**src/rtl/ahb_lite_master.sv**
```systemverilog
// ahb_lite_master: valid/ready command port to pipelined AHB-Lite NONSEQ SINGLE word transfers
module ahb_lite_master #(
  parameter logic [3:0] HPROT_VAL = 4'b0011
) (
  input  logic        HCLK,
  input  logic        HRESETn,
  input  logic        cmd_valid,
  output logic        cmd_ready,
  input  logic        cmd_write,
  input  logic [31:0] cmd_addr,
  input  logic [31:0] cmd_wdata,
  output logic        rsp_valid,
  output logic [31:0] rsp_rdata,
  output logic        rsp_err,
  output logic [31:0] HADDR,
  output logic [1:0]  HTRANS,
  output logic        HWRITE,
  output logic [2:0]  HSIZE,
  output logic [2:0]  HBURST,
  output logic [3:0]  HPROT,
  output logic [31:0] HWDATA,
  input  logic [31:0] HRDATA,
  input  logic        HREADY,
  input  logic        HRESP
);
  logic        a_vld_q, a_vld_d, a_wr_q, a_wr_d;
  logic [29:0] a_addr_q, a_addr_d;
  logic [31:0] a_wdata_q, a_wdata_d;
  logic        d_vld_q, d_vld_d, d_wr_q, d_wr_d;
  logic [31:0] d_wdata_q, d_wdata_d;
  logic        err_hold_q, err_hold_d;
  logic        rsp_valid_q, rsp_valid_d, rsp_err_q, rsp_err_d;
  logic [31:0] rsp_rdata_q, rsp_rdata_d;
  logic        nonseq, accept, advance, done;
  logic        unused_addr_lsb;
  assign unused_addr_lsb = ^cmd_addr[1:0];
  always_comb begin
    nonseq      = a_vld_q & ~err_hold_q;
    cmd_ready   = ~a_vld_q | (HREADY & ~err_hold_q);
    accept      = cmd_valid & cmd_ready;
    advance     = HREADY & nonseq;
    done        = d_vld_q & HREADY;
    a_vld_d     = accept | (a_vld_q & ~advance);
    a_addr_d    = accept ? cmd_addr[31:2] : a_addr_q;
    a_wr_d      = accept ? cmd_write : a_wr_q;
    a_wdata_d   = accept ? cmd_wdata : a_wdata_q;
    d_vld_d     = HREADY ? nonseq : d_vld_q;
    d_wr_d      = advance ? a_wr_q : d_wr_q;
    d_wdata_d   = advance ? a_wdata_q : d_wdata_q;
    // ERROR first cycle arms the hold; it lasts until the completing edge
    err_hold_d  = (err_hold_q | (d_vld_q & HRESP)) & ~HREADY;
    rsp_valid_d = done;
    rsp_err_d   = done & HRESP;
    rsp_rdata_d = (done & ~d_wr_q & ~HRESP) ? HRDATA : 32'h0;
  end
  always_ff @(posedge HCLK or negedge HRESETn) begin
    if (!HRESETn) begin
      a_vld_q     <= 1'b0;
      a_addr_q    <= '0;
      a_wr_q      <= 1'b0;
      a_wdata_q   <= '0;
      d_vld_q     <= 1'b0;
      d_wr_q      <= 1'b0;
      d_wdata_q   <= '0;
      err_hold_q  <= 1'b0;
      rsp_valid_q <= 1'b0;
      rsp_err_q   <= 1'b0;
      rsp_rdata_q <= '0;
    end else begin
      a_vld_q     <= a_vld_d;
      a_addr_q    <= a_addr_d;
      a_wr_q      <= a_wr_d;
      a_wdata_q   <= a_wdata_d;
      d_vld_q     <= d_vld_d;
      d_wr_q      <= d_wr_d;
      d_wdata_q   <= d_wdata_d;
      err_hold_q  <= err_hold_d;
      rsp_valid_q <= rsp_valid_d;
      rsp_err_q   <= rsp_err_d;
      rsp_rdata_q <= rsp_rdata_d;
    end
  end
  assign HADDR     = {a_addr_q, 2'b00};
  assign HTRANS    = nonseq ? 2'b10 : 2'b00;
  assign HWRITE    = a_wr_q;
  assign HSIZE     = 3'b010;
  assign HBURST    = 3'b000;
  assign HPROT     = HPROT_VAL;
  assign HWDATA    = d_wdata_q;
  assign rsp_valid = rsp_valid_q;
  assign rsp_err   = rsp_err_q;
  assign rsp_rdata = rsp_rdata_q;
endmodule

```
**config.mk**
```make
export PLATFORM = sky130hd
export DESIGN_NAME = ahb_lite_master
export DESIGN_NICKNAME = d
export VERILOG_FILES = /design/src/rtl/ahb_lite_master.sv
export SDC_FILE = /design/constraint.sdc
export NUM_CORES = 1
export LEC_CHECK = 0
export ABC_AREA = 1
export BUFFER_PORTS_ARGS = -buffer_cell sky130_fd_sc_hd__buf_2
export CAP_MARGIN = 20
export CORE_MARGIN = 2
export CORE_UTILIZATION = 44
export DETAILED_ROUTE_END_ITERATION = 7
export PLACE_DENSITY_LB_ADDON = 0.2
export SLEW_MARGIN = 40
export SYNTH_ARGS = -nofsm -noshare
export SYNTH_HDL_FRONTEND = slang
export SYNTH_SLANG_ARGS = --single-unit
```
**constraint.sdc**
```tcl
create_clock -name HCLK -period 1.2 [get_ports HCLK]
set_clock_uncertainty 0.05 [all_clocks]
set_input_delay 0.24 -clock HCLK [delete_from_list [all_inputs] [get_ports HCLK]]
set_output_delay 0.24 -clock HCLK [all_outputs]
set_load 0.005 [all_outputs]
```
==> results of run 1 <==
-- kinds of logic (layout without fill, tap and decap cells) --
kind of cell,after synthesis,count (layout),share of synthesized area (%)
AND/OR/NAND/NOR,331,332,29.7
buffers and inverters,84,376,9.62
AO/OA/AOI/OAI,2,2,0.181
flip-flops,133,133,60.4
other,2,15,0.136
-- critical path: cells and delay by family, from the launching register on --
family / cells / cell delay [ns]
buffers and inverters: 3 / 0.29
and+or+nand+nor: 2 / 0.13
DFF: 1 / 0.40
-- cell usage after synthesis --
| cell type | number | area, um2 |
|---|---|---|
| conb_1 | 2 | 7.51 |
| nand2_1 | 195 | 732 |
| inv_1 | 34 | 128 |
| nand3_1 | 46 | 230 |
| buf_12 | 5 | 100 |
| a21oi_1 | 1 | 5.00 |
| nor2_4 | 1 | 11.3 |
| o21ai_0 | 1 | 5.00 |
| nand2_2 | 4 | 25.0 |
| nand2_4 | 1 | 11.3 |
| buf_8 | 1 | 15.0 |
| buf_6 | 3 | 33.8 |
| buf_2 | 17 | 85.1 |
| dfrtp_1 | 133 | 3330 |
| buf_4 | 21 | 158 |
| nand3_2 | 50 | 500 |
| inv_2 | 3 | 11.3 |
| nor2_1 | 34 | 128 |
-- where the power goes --
part	internal, W	leakage [nW]	switching [W]
logic	0.00183	2.73	0.00166
registers	0.00535	1.70	0.000442
clock network	0.00306	0.265	0.00175
total	0.0102	4.69	0.00385
-- metrics by stage --
| stage | total power [W] | TNS [ns] | cells | hold WS (ns) | util, % |
|---|---|---|---|---|---|
| after floorplan | 0.00724 | 0 | 563 | -0.106 | - |
| after global placement | 0.00839 | -2.03 | 907 | 0.0781 | 55.1 |
| after detailed placement | 0.00848 | -3.13 | 907 | 0.0785 | 55.1 |
| after global routing | 0.0149 | -19.81 | 1025 | 0.00663 | 67.4 |
| after CTS | 0.0138 | -11.38 | 999 | 0.0000554 | 64.3 |
| final | 0.0141 | -12.18 | 1026 | 0.0140 | 67.5 |
-- cell type report --
cell class	instances	share of cell area, %
clock inverters	3	0.521
multi-input cells	347	21.4
diodes	2	0.0612
well taps	168	2.57
flip-flops and latches	133	40.7
inverters	37	1.70
clock buffers	28	6.20
repair buffers	308	26.8
-- path summary, 6_finish.rpt --
path                            endpoint  cells past startpoint
max                            cmd_ready                      5
min                         a_addr_q[13]                      3
max reg2reg                 a_addr_q[20]                      9
min reg2reg                 a_addr_q[22]                      2
max in group asynchronous   a_addr_q[18]                      3
min in group asynchronous  rsp_rdata[29]                      2
-- cell usage in the layout (no fill, tap or decap), drive strengths merged --
master / Yosys / routed
diode: 0 / 2
o21ai: 1 / 1
dfrtp: 133 / 133
conb: 2 / 13
buf: 47 / 268
clkinv: 0 / 1
a21oi: 1 / 1
bufinv: 0 / 1
clkbuf: 0 / 33
nor2: 35 / 35
clkinvlp: 0 / 1
dlygate4sd3: 0 / 35
nand3: 96 / 96
nand2: 200 / 201
inv: 37 / 37
-- routing by layer --
metal / track usage (%) / part of all wire, % / vias up
met5: 0 / 0 / -
met4: 7.62 / 0.95 / 0
met3: 6.49 / 7.7 / 12
met2: 35.0 / 51 / 156
met1: 23.5 / 41 / 2135
li1: - / - / 2270
-- flip-flops by register name (all words and copies together) (netlist names) --
name,flops
HWDATA,32
HWRITE,1
a_addr_q,30
a_vld_q,1
a_wdata_q,32
d_vld_q,1
d_wr_q,1
err_hold_q,1
rsp_err,1
rsp_rdata,32
rsp_valid,1
-- timing repair --
item | CTS | global route
cloned | 0 | 9
pin swaps | 1 | 1
endpoints found under the hold margin | 167 | 0
hold buffers | 35 | 0
setup endpoints to repair | 128 | 175
gates resized for setup | 4 | 20
buffers inserted | 26 | 16
==> results.cfg, run 1 <==
[run_status]
outcome = finished, violations left
failed_checks = setup timing

[cts]
cts_max_level = 4
cts_buffers = 17
path_clk_slew_ns = 0.05
cts_tree = done
cts-root-buf = clkbuf_16
cts_buffer_depth = 2
cts_sinks = 133
clk_latency_ns = 0.41

[timing]
fmax_mhz = 663
min_period_over_period_pct = 126
report.final.hold_viol_count = 0
maxSlewViolCount = 0
rsz0062_at_grt = yes
period_needed_ns = 1.51
worst_slack_ns = -0.308
finalSetupViolCount = 103

[placement]
hpwl_um = 8580
routabilityCongestion = 0.752
io_buffers = 198
place_ws_ns = -0.0734
placed_area_mm2 = 0.00668

[cells_and_area]
area_delta_synth_final_pct = 48.2
nNetsFinal = 946
final_area_mm2 = 0.00817
multi_input_area_mm2 = 0.00175
fillers = 985
regArea_mm2 = 0.00333
layout-drive-gt1-share_pct = 42.5

[power_and_ir_drop]
pwr_density_cell_mw_per_mm2 = 1720
power.leakage_nw = 4.69
peakVddDrop_mv = 0.821

[grt]
grt_usage_pct = 20.2
antenna_found_initial = 2
grt_pass1_vias = 4512
grt_pass1_wl_um = 21100
grt_max_degree = 48
gr-total-overflow = 0

[yosys]
yosysSeqAreaShare_pct = 60.4
netlist-cell-type-count = 18
postSynthCellCount = 552
netlist_area_mm2 = 0.00551
ys_ff_latch = 133
synth.avg_cell_area_um2 = 9.99
yosysWarnings = 0

[worst_setup_path]
start_kind = flip-flop
r2r_slack_ns = -0.23
cp_max_fo = 2
crit_type = reg -> out
crit_path_end_kind = output port
r2r-start = err_hold_q
worstPathArrival_ns = 1.22
startpoint = err_hold_q
path_cells = inv_2 > nand2_2 > nand2_4 > buf_12 > buf_6
cp.required_ns = 0.91
cp_slowest_cell = dfrtp_1
slowest_delay_ns = 0.40

[floorplanning]
die_y_um = 116
core-area_mm2 = 0.0121
ios = 214
initial_utilization_pct = 45.5
die_area_mm2 = 0.0134
placementRows = 40
die_x_um = 116

[routing]
drtIter0Drc = 256
dr_total_vias = 4573
drc_errors = 0
wl_per_cell_um = 13.9
postRouteAntennaNets = 0
via_per_inst = 4.46
drt_wl_total_um = 14300
dr.pass1.iters = 4

[hold_path]
hold_path_startpoint = cmd_addr[15]
hold_class = in -> reg

[job]
max-cap-violations = 0
No activity file was read; power rests on OpenSTA's default activity.
==> run 2, diff against run 1 <==
--- a/config.mk
+++ b/config.mk
@@ -8,9 +8,11 @@
 export ABC_AREA = 1
 export BUFFER_PORTS_ARGS = -buffer_cell sky130_fd_sc_hd__buf_2
 export CAP_MARGIN = 20
+export CORE_ASPECT_RATIO = 0.6
 export CORE_MARGIN = 2
 export CORE_UTILIZATION = 44
 export DETAILED_ROUTE_END_ITERATION = 7
+export MAX_ROUTING_LAYER = met4
 export PLACE_DENSITY_LB_ADDON = 0.2
 export SLEW_MARGIN = 40
 export SYNTH_ARGS = -nofsm -noshare
==> run 2 against run 1 <==
The run still ends with setup timing left. Hold slack better by 0.0013 ns. Total power is 7.4% higher. Global-route usage is 4.2 points higher. Die area is 0.22% higher. Clock power is 10% higher. Critical endpoint unchanged. Largest power group unchanged. Highest routed layer unchanged. Flip-flop and latch count stayed put. Clock-buffer cell count is 10 lower. Wire length is 12% higher.
==> results.cfg, run 2 (same netlist as run 1, synthesis figures left out) <==
[run_status]
outcome = finished, violations left
failed_checks = setup timing

[timing]
maxSlewViolCount = 0
period_needed_ns = 1.51
finalSetupViolCount = 123
worst_slack_ns = -0.311
report.final.hold_viol_count = 0
rsz0062_at_grt = yes
min_period_over_period_pct = 126
fmax_mhz = 662

[cts]
cts_buffers = 17
cts_buffer_depth = 2
cts_max_level = 4
cts_sinks = 133
cts_tree = done
path_clk_slew_ns = 0.06
clk_latency_ns = 0.41
cts-root-buf = clkbuf_16

[cells_and_area]
final_common_cell = buf_2
fillers = 895
multi_input_area_mm2 = 0.00178
nNetsFinal = 955
layout-drive-gt1-share_pct = 44.3
area_delta_synth_final_pct = 56.0
final_util_pct = 70.9
final_cell_mix = buf_2, nand2_1, dfrtp_1
regArea_mm2 = 0.00333
final_area_mm2 = 0.00860

[hold_path]
hold_class = in -> reg

[floorplanning]
die_y_um = 90.7
ios = 214
core-area_mm2 = 0.0121
die_area_mm2 = 0.0135
die_x_um = 149
placementRows = 31
initial_utilization_pct = 45.4

[worst_setup_path]
worstPathArrival_ns = 1.22
cp_max_fo = 2
cp.required_ns = 0.91
crit_path_end_kind = output port
r2r_slack_ns = -0.27
crit_type = reg -> out
start_kind = flip-flop

[power_and_ir_drop]
peakVddDrop_mv = 1.24
power.leakage_nw = 4.87
pwr_density_cell_mw_per_mm2 = 1760

[routing]
wl_per_cell_um = 15.5
dr_total_vias = 4779
drt_wl_total_um = 16000
postRouteAntennaNets = 0
drtIter0Drc = 228
via_per_inst = 4.63
drc_errors = 0
dr.pass1.iters = 4

[placement]
hpwl_um = 8860
routabilityCongestion = 0.791
placed_area_mm2 = 0.00669
io_buffers = 198

[grt]
grt_max_degree = 81
grt_pass1_vias = 4958
antenna_found_initial = 1
grt_usage_pct = 24.4
gr-total-overflow = 0
grt_pass1_wl_um = 24700

[job]
max-cap-violations = 0
-- run 2: changes by cell type in the layout (fill, tap and decap cells not counted), moves of 3 or more --
cell           delta
nand3_1           -3
nand2_2           +5
dlygate4sd3_1     +7
clkbuf_8          -4
buf_16            +9
buf_4            -10
clkbuf_1          -6
nand2_1           -7
nand3_2           +3
buf_12            +8
clkinvlp_4        +3
-- run 2: final cells by class --
class,count,share of cell area (%)
tap,165,2.40
clock inverter,14,2.05
sequential,133,38.7
timing repair buffer,318,29.5
antenna,1,0.0291
multi-input combinational,346,20.7
inverter,37,1.61
clock buffer,18,4.99
-- run 2: metrics by stage --
stage	hold slack [ns]	worst slack [ns]	std cells	power, W	TNS (ns)
floorplan	-0.106	0.0264	563	0.00724	0
global placement	0.183	-0.0376	898	0.00844	-0.144
detailed placement	0.189	-0.0444	898	0.00855	-0.604
CTS	0.00137	-0.330	1012	0.0149	-18.94
global route	0.00485	-0.356	1032	0.0159	-23.38
finish	0.0153	-0.311	1032	0.0151	-14.22
-- run 2: critical path, cell delays in order, from the launching register on --
cell and delay [ns]:
dfrtp_1 0.40, inv_2 0.06, nand2_2 0.07, nand2_4 0.06, buf_12 0.12, buf_6 0.10
-- run 2: layer usage --
| layer | GRT usage, % | wire length, um | up-vias |
|---|---|---|---|
| met3 | 5.71 | 964 | 32 |
| met4 | 8.41 | 284 | 0 |
| met2 | 38.0 | 7640 | 181 |
| met1 | 31.8 | 7150 | 2272 |
| li1 | - | - | 2294 |
| met5 | - | 0 | - |
-- run 2: timing repair --
| action | in CTS | in global routing |
|---|---|---|
| gates resized for setup | 29 | 16 |
| hold endpoints to repair | 174 | 0 |
| buffers inserted | 30 | 18 |
| gates cloned | 10 | 3 |
| pin swaps | 9 | 3 |
| endpoints found under the setup margin | 124 | 195 |
| hold buffers | 42 | 0 |
-- run 2: power breakdown --
part | switching, W | internal [W] | total, W
Combinational | 0.00184 | 0.00217 | 0.00401
Clock | 0.00202 | 0.00329 | 0.00531
Sequential | 0.000461 | 0.00535 | 0.00581
-- run 2: worst paths after layout --
path / from / end / cells past startpoint
worst max-delay path: err_hold_q / cmd_ready / 5
worst min-delay path: cmd_addr[31] / a_addr_q[29] / 3
worst max register to register: err_hold_q / a_addr_q[2] / 8
worst min register to register: HWDATA[8] / HWDATA[8] / 2
max in group asynchronous: HRESETn / rsp_valid / 3
min in group asynchronous: HRESETn / HWDATA[27] / 3
